## src/rtl/spi_master_cfg.sv

```systemverilog
// SPI master with runtime CPOL/CPHA, programmable SCLK divider, bit order and slave select.
// One full-duplex DATA_W-bit word per accepted start pulse; a single shift register serves TX and RX.
module spi_master_cfg #(
    parameter int unsigned DATA_W = 32,
    parameter int unsigned N_SS   = 4,
    parameter int unsigned DIV_W  = 8,
    localparam int unsigned AW    = (N_SS > 1) ? $clog2(N_SS) : 1
) (
    input  logic              clk,
    input  logic              rst,
    input  logic              start,
    input  logic [DATA_W-1:0] d_in,
    input  logic [AW-1:0]     in_addr,
    input  logic              cpol,
    input  logic              cpha,
    input  logic              lsb_first,
    input  logic [DIV_W-1:0]  clk_div,
    input  logic              MISO,
    output logic              s_clk,
    output logic              MOSI,
    output logic [N_SS-1:0]   cs_n,
    output logic [DATA_W-1:0] d_out,
    output logic              done,
    output logic              busy
);
    localparam int unsigned BCW = $clog2(DATA_W + 1);

    typedef enum logic [2:0] {StIdle, StSetup, StXfer, StHold, StDone} state_t;

    state_t            state;
    logic [DATA_W-1:0] shreg;
    logic [DIV_W-1:0]  div_cnt;
    logic [DIV_W-1:0]  div_cfg;
    logic [BCW-1:0]    bit_cnt;
    logic              trail;
    logic              cpol_cfg;
    logic              cpha_cfg;
    logic              lsb_cfg;

    logic [N_SS-1:0]   cs_dec;
    logic              first_bit;
    logic              out_bit;
    logic [DATA_W-1:0] shift_in;
    logic              div_hit;
    logic              last_bit;

    // Out-of-range addresses match no select, so the transfer runs with every cs_n high.
    always_comb begin
        cs_dec = '1;
        for (int i = 0; i < N_SS; i++) begin
            if (int'(in_addr) == i) cs_dec[i] = 1'b0;
        end
    end

    assign first_bit = lsb_first ? d_in[0] : d_in[DATA_W-1];
    assign out_bit   = lsb_cfg ? shreg[0] : shreg[DATA_W-1];
    assign shift_in  = lsb_cfg ? {MISO, shreg[DATA_W-1:1]} : {shreg[DATA_W-2:0], MISO};
    assign div_hit   = (div_cnt == div_cfg);
    assign last_bit  = (bit_cnt == BCW'(DATA_W - 1));

    always_ff @(posedge clk) begin
        if (rst) begin
            state    <= StIdle;
            shreg    <= '0;
            div_cnt  <= '0;
            div_cfg  <= '0;
            bit_cnt  <= '0;
            trail    <= 1'b0;
            cpol_cfg <= 1'b0;
            cpha_cfg <= 1'b0;
            lsb_cfg  <= 1'b0;
            s_clk    <= 1'b0;
            MOSI     <= 1'b0;
            cs_n     <= '1;
            d_out    <= '0;
            done     <= 1'b0;
            busy     <= 1'b0;
        end else begin
            done <= 1'b0;
            case (state)
                StIdle: begin
                    s_clk <= cpol;
                    cs_n  <= '1;
                    if (start) begin
                        state    <= StSetup;
                        shreg    <= d_in;
                        div_cfg  <= clk_div;
                        div_cnt  <= '0;
                        cpol_cfg <= cpol;
                        cpha_cfg <= cpha;
                        lsb_cfg  <= lsb_first;
                        cs_n     <= cs_dec;
                        busy     <= 1'b1;
                        if (!cpha) MOSI <= first_bit;
                    end
                end
                StSetup: begin
                    if (div_hit) begin
                        div_cnt <= '0;
                        bit_cnt <= '0;
                        trail   <= 1'b0;
                        state   <= StXfer;
                    end else begin
                        div_cnt <= div_cnt + 1'b1;
                    end
                end
                StXfer: begin
                    if (div_hit) begin
                        div_cnt <= '0;
                        s_clk   <= ~s_clk;
                        trail   <= ~trail;
                        if (!trail) begin
                            if (!cpha_cfg) shreg <= shift_in;
                            else           MOSI  <= out_bit;
                        end else begin
                            // The final trailing edge must not disturb MOSI during HOLD.
                            if (cpha_cfg)       shreg <= shift_in;
                            else if (!last_bit) MOSI  <= out_bit;
                            if (last_bit) state   <= StHold;
                            else          bit_cnt <= bit_cnt + 1'b1;
                        end
                    end else begin
                        div_cnt <= div_cnt + 1'b1;
                    end
                end
                StHold: begin
                    s_clk <= cpol_cfg;
                    if (div_hit) begin
                        div_cnt <= '0;
                        state   <= StDone;
                        done    <= 1'b1;
                        busy    <= 1'b0;
                        d_out   <= shreg;
                        cs_n    <= '1;
                    end else begin
                        div_cnt <= div_cnt + 1'b1;
                    end
                end
                StDone: begin
                    state <= StIdle;
                end
                default: state <= StIdle;
            endcase
        end
    end
endmodule

```

## config.mk

```make
export PLATFORM = sky130hd
export DESIGN_NAME = spi_master_cfg
export DESIGN_NICKNAME = d
export VERILOG_FILES = /design/src/rtl/spi_master_cfg.sv
export SDC_FILE = /design/constraint.sdc
export NUM_CORES = 1
export LEC_CHECK = 0
export ABC_AREA = 1
export CAP_MARGIN = 20
export CORE_UTILIZATION = 56
export CTS_CLUSTER_SIZE = 28
export DETAILED_ROUTE_END_ITERATION = 12
export GPL_ROUTABILITY_DRIVEN = 0
export PLACE_DENSITY = 0.95
export RECOVER_POWER = 100
export SLEW_MARGIN = 20
export SYNTH_ARGS = -nofsm -noshare
export SYNTH_HDL_FRONTEND = slang
export SYNTH_SLANG_ARGS = --single-unit
```

## constraint.sdc

```tcl
create_clock -name clk -period 2.9 [get_ports clk]
set_input_delay 0.87 -clock clk [delete_from_list [all_inputs] [get_ports clk]]
set_output_delay 0.87 -clock clk [all_outputs]
set_load 0.005 [all_outputs]
```

==> flow_summary.html <==
<table>
<tr><th>Metric</th><th>Value</th></tr>
<tr><th colspan="2">Global route</th></tr>
<tr><td>Number of global-route vias before repair</td><td>4449</td></tr>
<tr><td>Total routing usage reported by global routing</td><td>27.8%</td></tr>
<tr><td>Largest net degree at the start of global routing</td><td>68</td></tr>
<tr><td>Total gr overflow</td><td>0</td></tr>
<tr><td>First-pass GRT wire length</td><td>19800 um</td></tr>
<tr><td>Antenna violations before repair</td><td>0</td></tr>
<tr><th colspan="2">Clock tree</th></tr>
<tr><td>Buffer cell driving the clock tree root</td><td>sky130_fd_sc_hd__clkbuf_8</td></tr>
<tr><td>Number of buffers added by the clock tree synthesis step</td><td>9</td></tr>
<tr><td>TritonCTS sink count</td><td>101</td></tr>
<tr><td># resized after CTS</td><td>0</td></tr>
<tr><td>Source-to-sink clock delay at the later pin of the worst-skew pair</td><td>0.38 ns</td></tr>
<tr><td>Hold Buf Count CTS</td><td>0</td></tr>
<tr><td>Post CTS Setup Buffer Count</td><td>0</td></tr>
<tr><td>Clock input transition at the sequential cells of the worst setup and hold paths</td><td>0.10 ns</td></tr>
<tr><td>Bufs on Longest Clock Path</td><td>2</td></tr>
<tr><td>CTS tree</td><td>yes</td></tr>
<tr><td>Number of H-tree branching levels</td><td>3</td></tr>
<tr><th colspan="2">Drt</th></tr>
<tr><td>Via count</td><td>4831</td></tr>
<tr><td>Total wire length after detailed routing</td><td>11800 um</td></tr>
<tr><td>Number of routed nets with antenna violations</td><td>0</td></tr>
<tr><td>Routed length per instance</td><td>13.4 um</td></tr>
<tr><td>Routed via count divided by cell count</td><td>5.49</td></tr>
<tr><td>First drt pass iteration count</td><td>5</td></tr>
<tr><td>DRC errors left</td><td>0</td></tr>
<tr><td>First DRT Iteration DRCs</td><td>350</td></tr>
<tr><th colspan="2">STA</th></tr>
<tr><td>Least-Margin Pin Slew</td><td>0.728 ns</td></tr>
<tr><td>Min Hold Slack</td><td>0.444 ns</td></tr>
<tr><td>Clock period minus final worst setup slack</td><td>2.44 ns</td></tr>
<tr><td>Final Cycle Share</td><td>84.0%</td></tr>
<tr><td>Total Negative Setup Slacks</td><td>0 ns</td></tr>
<tr><td>Final Setup Violations</td><td>0</td></tr>
<tr><td>RSZ-0062 raised after global routing</td><td>false</td></tr>
<tr><td>Max_slew headroom</td><td>51.4%</td></tr>
<tr><td>Final Max Slew Viols</td><td>0</td></tr>
<tr><td>Number of hold violations in the final report</td><td>0</td></tr>
<tr><td>Maximum achievable frequency</td><td>410 MHz</td></tr>
<tr><td>Worst clock skew</td><td>0.0164 ns</td></tr>
<tr><th colspan="2">Yosys</th></tr>
<tr><td>Count of warnings emitted by yosys</td><td>0</td></tr>
<tr><td>Synthesized instance count</td><td>703</td></tr>
<tr><td>Synth Net Count</td><td>754</td></tr>
<tr><td>Synth async-reset ratio</td><td>0%</td></tr>
<tr><td>Distinct cell type count after synthesis</td><td>33</td></tr>
<tr><td>Prevailing post-synth register cell</td><td>sky130_fd_sc_hd__dfxtp_1</td></tr>
<tr><td>Number of enable flip-flop cells after synthesis</td><td>0</td></tr>
<tr><td>Post-synthesis sequential area ratio</td><td>41.9%</td></tr>
<tr><td>Summed instance area of the synthesized netlist</td><td>4830 um2</td></tr>
<tr><td>Post-synthesis average cell area</td><td>6.87 um2</td></tr>
<tr><td>Synthesis-stage register bit count</td><td>101</td></tr>
<tr><th colspan="2">Placement</th></tr>
<tr><td>Total of buffers placed on input and output ports</td><td>88</td></tr>
<tr><td>HPWL after detailed placement</td><td>8050 um</td></tr>
<tr><th colspan="2">Die</th></tr>
<tr><td>Chip height</td><td>94.9 um</td></tr>
<tr><td>Horizontal die dimension</td><td>94.9 um</td></tr>
<tr><td>Standard cell core area</td><td>8300 um2</td></tr>
<tr><td>Number of ports placed on the die boundary</td><td>89</td></tr>
<tr><td>Count of standard-cell rows</td><td>33</td></tr>
<tr><td>Initial Util</td><td>58.2%</td></tr>
<tr><td>DIE AREA</td><td>9000 um2</td></tr>
<tr><th colspan="2">Cells and area</th></tr>
<tr><td>Leading cell type in the layout, fill and taps excluded</td><td>sky130_fd_sc_hd__nand2_1</td></tr>
<tr><td>Count of filler cells inserted in the layout</td><td>642</td></tr>
<tr><td>Final design utilization</td><td>70.9%</td></tr>
<tr><td>Fraction of layout instances using a drive strength above 1</td><td>5.16%</td></tr>
<tr><td>Total inserted antenna cells</td><td>0</td></tr>
<tr><td>Most frequent cells in the layout</td><td>sky130_fd_sc_hd__nand2_1, sky130_fd_sc_hd__o21ai_0, sky130_fd_sc_hd__dfxtp_1, sky130_fd_sc_hd__nor2_1, sky130_fd_sc_hd__a21oi_1</td></tr>
<tr><td>Area growth from synthesis to layout</td><td>21.8%</td></tr>
<tr><td>Number of nets in the layout</td><td>821</td></tr>
<tr><th colspan="2">Power and ir drop</th></tr>
<tr><td>Leak</td><td>2.54 nW</td></tr>
<tr><td>VDD IR max</td><td>0.453 mV</td></tr>
<tr><td>Ratio of total power to cell area</td><td>789 nW/um2</td></tr>
<tr><td>Total chip power</td><td>4.64 mW</td></tr>
<tr><th colspan="2">Outcome</th></tr>
<tr><td>Outcome</td><td>completed</td></tr>
<tr><th colspan="2">Worst setup path</th></tr>
<tr><td>Category of the critical setup timing path</td><td>in -&gt; reg</td></tr>
<tr><td>Required time reported for the critical path endpoint</td><td>3.17 ns</td></tr>
<tr><td>Setup crit end kind</td><td>flip-flop</td></tr>
<tr><td>Register-to-register setup slack</td><td>0.68 ns</td></tr>
<tr><td>Startpoint type of the worst setup path</td><td>primary input</td></tr>
<tr><td>Arrival time at the worst endpoint</td><td>2.70 ns</td></tr>
<tr><td>Peak fanout along the critical path</td><td>31</td></tr>
<tr><th colspan="2">Hold path</th></tr>
<tr><td>Tightest Hold Check Type</td><td>reg -&gt; reg</td></tr>
<tr><th colspan="2">Flow run</th></tr>
<tr><td>Max-cap violation count</td><td>0</td></tr>
</table>
[where the power goes]
part | total, mW | internal [mW] | switching (mW)
Sequential | 1.95 | 1.70 | 0.254
Combinational | 1.83 | 0.676 | 1.16
Clock | 0.851 | 0.324 | 0.527
[final timing paths]
kind                           start                      to  cells after the start
min           d_out[26]$_SDFFE_PP0P_  d_out[26]$_SDFFE_PP0P_                      2
max reg2reg  div_cnt[6]$_SDFFE_PP0P_  shreg[19]$_SDFFE_PP0P_                      9
max                            start  shreg[29]$_SDFFE_PP0P_                      7
min reg2reg   d_out[26]$_SDFFE_PP0P_  d_out[26]$_SDFFE_PP0P_                      2
[final cells by class]
type	instances	area, um2	area share (%)
clock buffer	9	124	2.11
clock inverter	7	57.6	0.979
timing repair buffer	95	958	16.3
multi-input combinational	486	2300	39.1
sequential	101	2020	34.4
inverter	77	289	4.91
tap	105	131	2.23
[layer usage]
| layer | vias to the layer above | track usage [%] | routed length, um |
|---|---|---|---|
| met5 | - | 0 | 0 |
| met4 | 0 | 9.47 | 160 |
| met3 | 19 | 6.52 | 850 |
| met2 | 200 | 45.7 | 5800 |
| met1 | 2216 | 35.8 | 4990 |
| li1 | 2396 | - | - |
[cell usage after synthesis, types with 2 or more instances]
cell type / count / share of area [%]
sky130_fd_sc_hd__nand2_1: 130 / 10
sky130_fd_sc_hd__dfxtp_1: 101 / 42
sky130_fd_sc_hd__o21ai_0: 101 / 10
sky130_fd_sc_hd__nor2_1: 93 / 7.2
sky130_fd_sc_hd__a21oi_1: 86 / 8.9
sky130_fd_sc_hd__inv_1: 68 / 5.3
sky130_fd_sc_hd__a21o_1: 30 / 4.7
sky130_fd_sc_hd__clkbuf_1: 18 / 1.4
sky130_fd_sc_hd__nand3_1: 13 / 1.3
sky130_fd_sc_hd__buf_2: 10 / 1.0
sky130_fd_sc_hd__inv_2: 8 / 0.62
sky130_fd_sc_hd__buf_6: 4 / 0.93
sky130_fd_sc_hd__clkbuf_2: 4 / 0.41
sky130_fd_sc_hd__nor2_2: 4 / 0.52
sky130_fd_sc_hd__xnor2_1: 4 / 0.73
sky130_fd_sc_hd__buf_4: 3 / 0.47
sky130_fd_sc_hd__nand2_2: 3 / 0.39
sky130_fd_sc_hd__and3_1: 2 / 0.26
sky130_fd_sc_hd__ha_1: 2 / 0.52
sky130_fd_sc_hd__nand3_2: 2 / 0.41
sky130_fd_sc_hd__nor3_1: 2 / 0.21
sky130_fd_sc_hd__o211ai_1: 2 / 0.31
sky130_fd_sc_hd__o21ai_1: 2 / 0.21
sky130_fd_sc_hd__or2_0: 2 / 0.26
[registers in the layout, summed over array words and instances, names as in the netlist]
register  cells
MOSI          1
bit_cnt       6
busy          1
cpha_cfg      1
cpol_cfg      1
cs_n          4
d_out        32
div_cfg       8
div_cnt       8
done          1
lsb_cfg       1
s_clk         1
shreg        32
state         3
trail         1
[through the flow]
step           setup WS, ns  std cells  area (um2)
2_1_floorplan          1.17        703        4830
3_3_place_gp          0.453        864        5710
3_5_place_dp          0.356        864        5710
4_1_cts               0.728        880        5900
5_1_grt               0.312        880        5880
6_report              0.463        880        5880
[kinds of logic (layout without fill, tap and decap cells)]
kind of cell | after synthesis | in the layout | share of synthesized area, %
compound gates | 225 | 225 | 25.2
buf+inv | 116 | 188 | 10.2
flops | 101 | 101 | 41.9
simple gates | 255 | 255 | 21.5
fa+ha+maj | 2 | 2 | 0.518
xor+xnor | 4 | 4 | 0.725
[worst max-delay path, stage by stage]
cell and delay, ns:
sky130_fd_sc_hd__dlygate4sd3_1 0.59, sky130_fd_sc_hd__nor2_1 0.22, sky130_fd_sc_hd__inv_1 0.12, sky130_fd_sc_hd__nand3_1 0.32, sky130_fd_sc_hd__inv_2 0.32, sky130_fd_sc_hd__nor2_1 0.19, sky130_fd_sc_hd__nor2_1 0.07
Note: power is estimated with default switching activity, not from simulation.
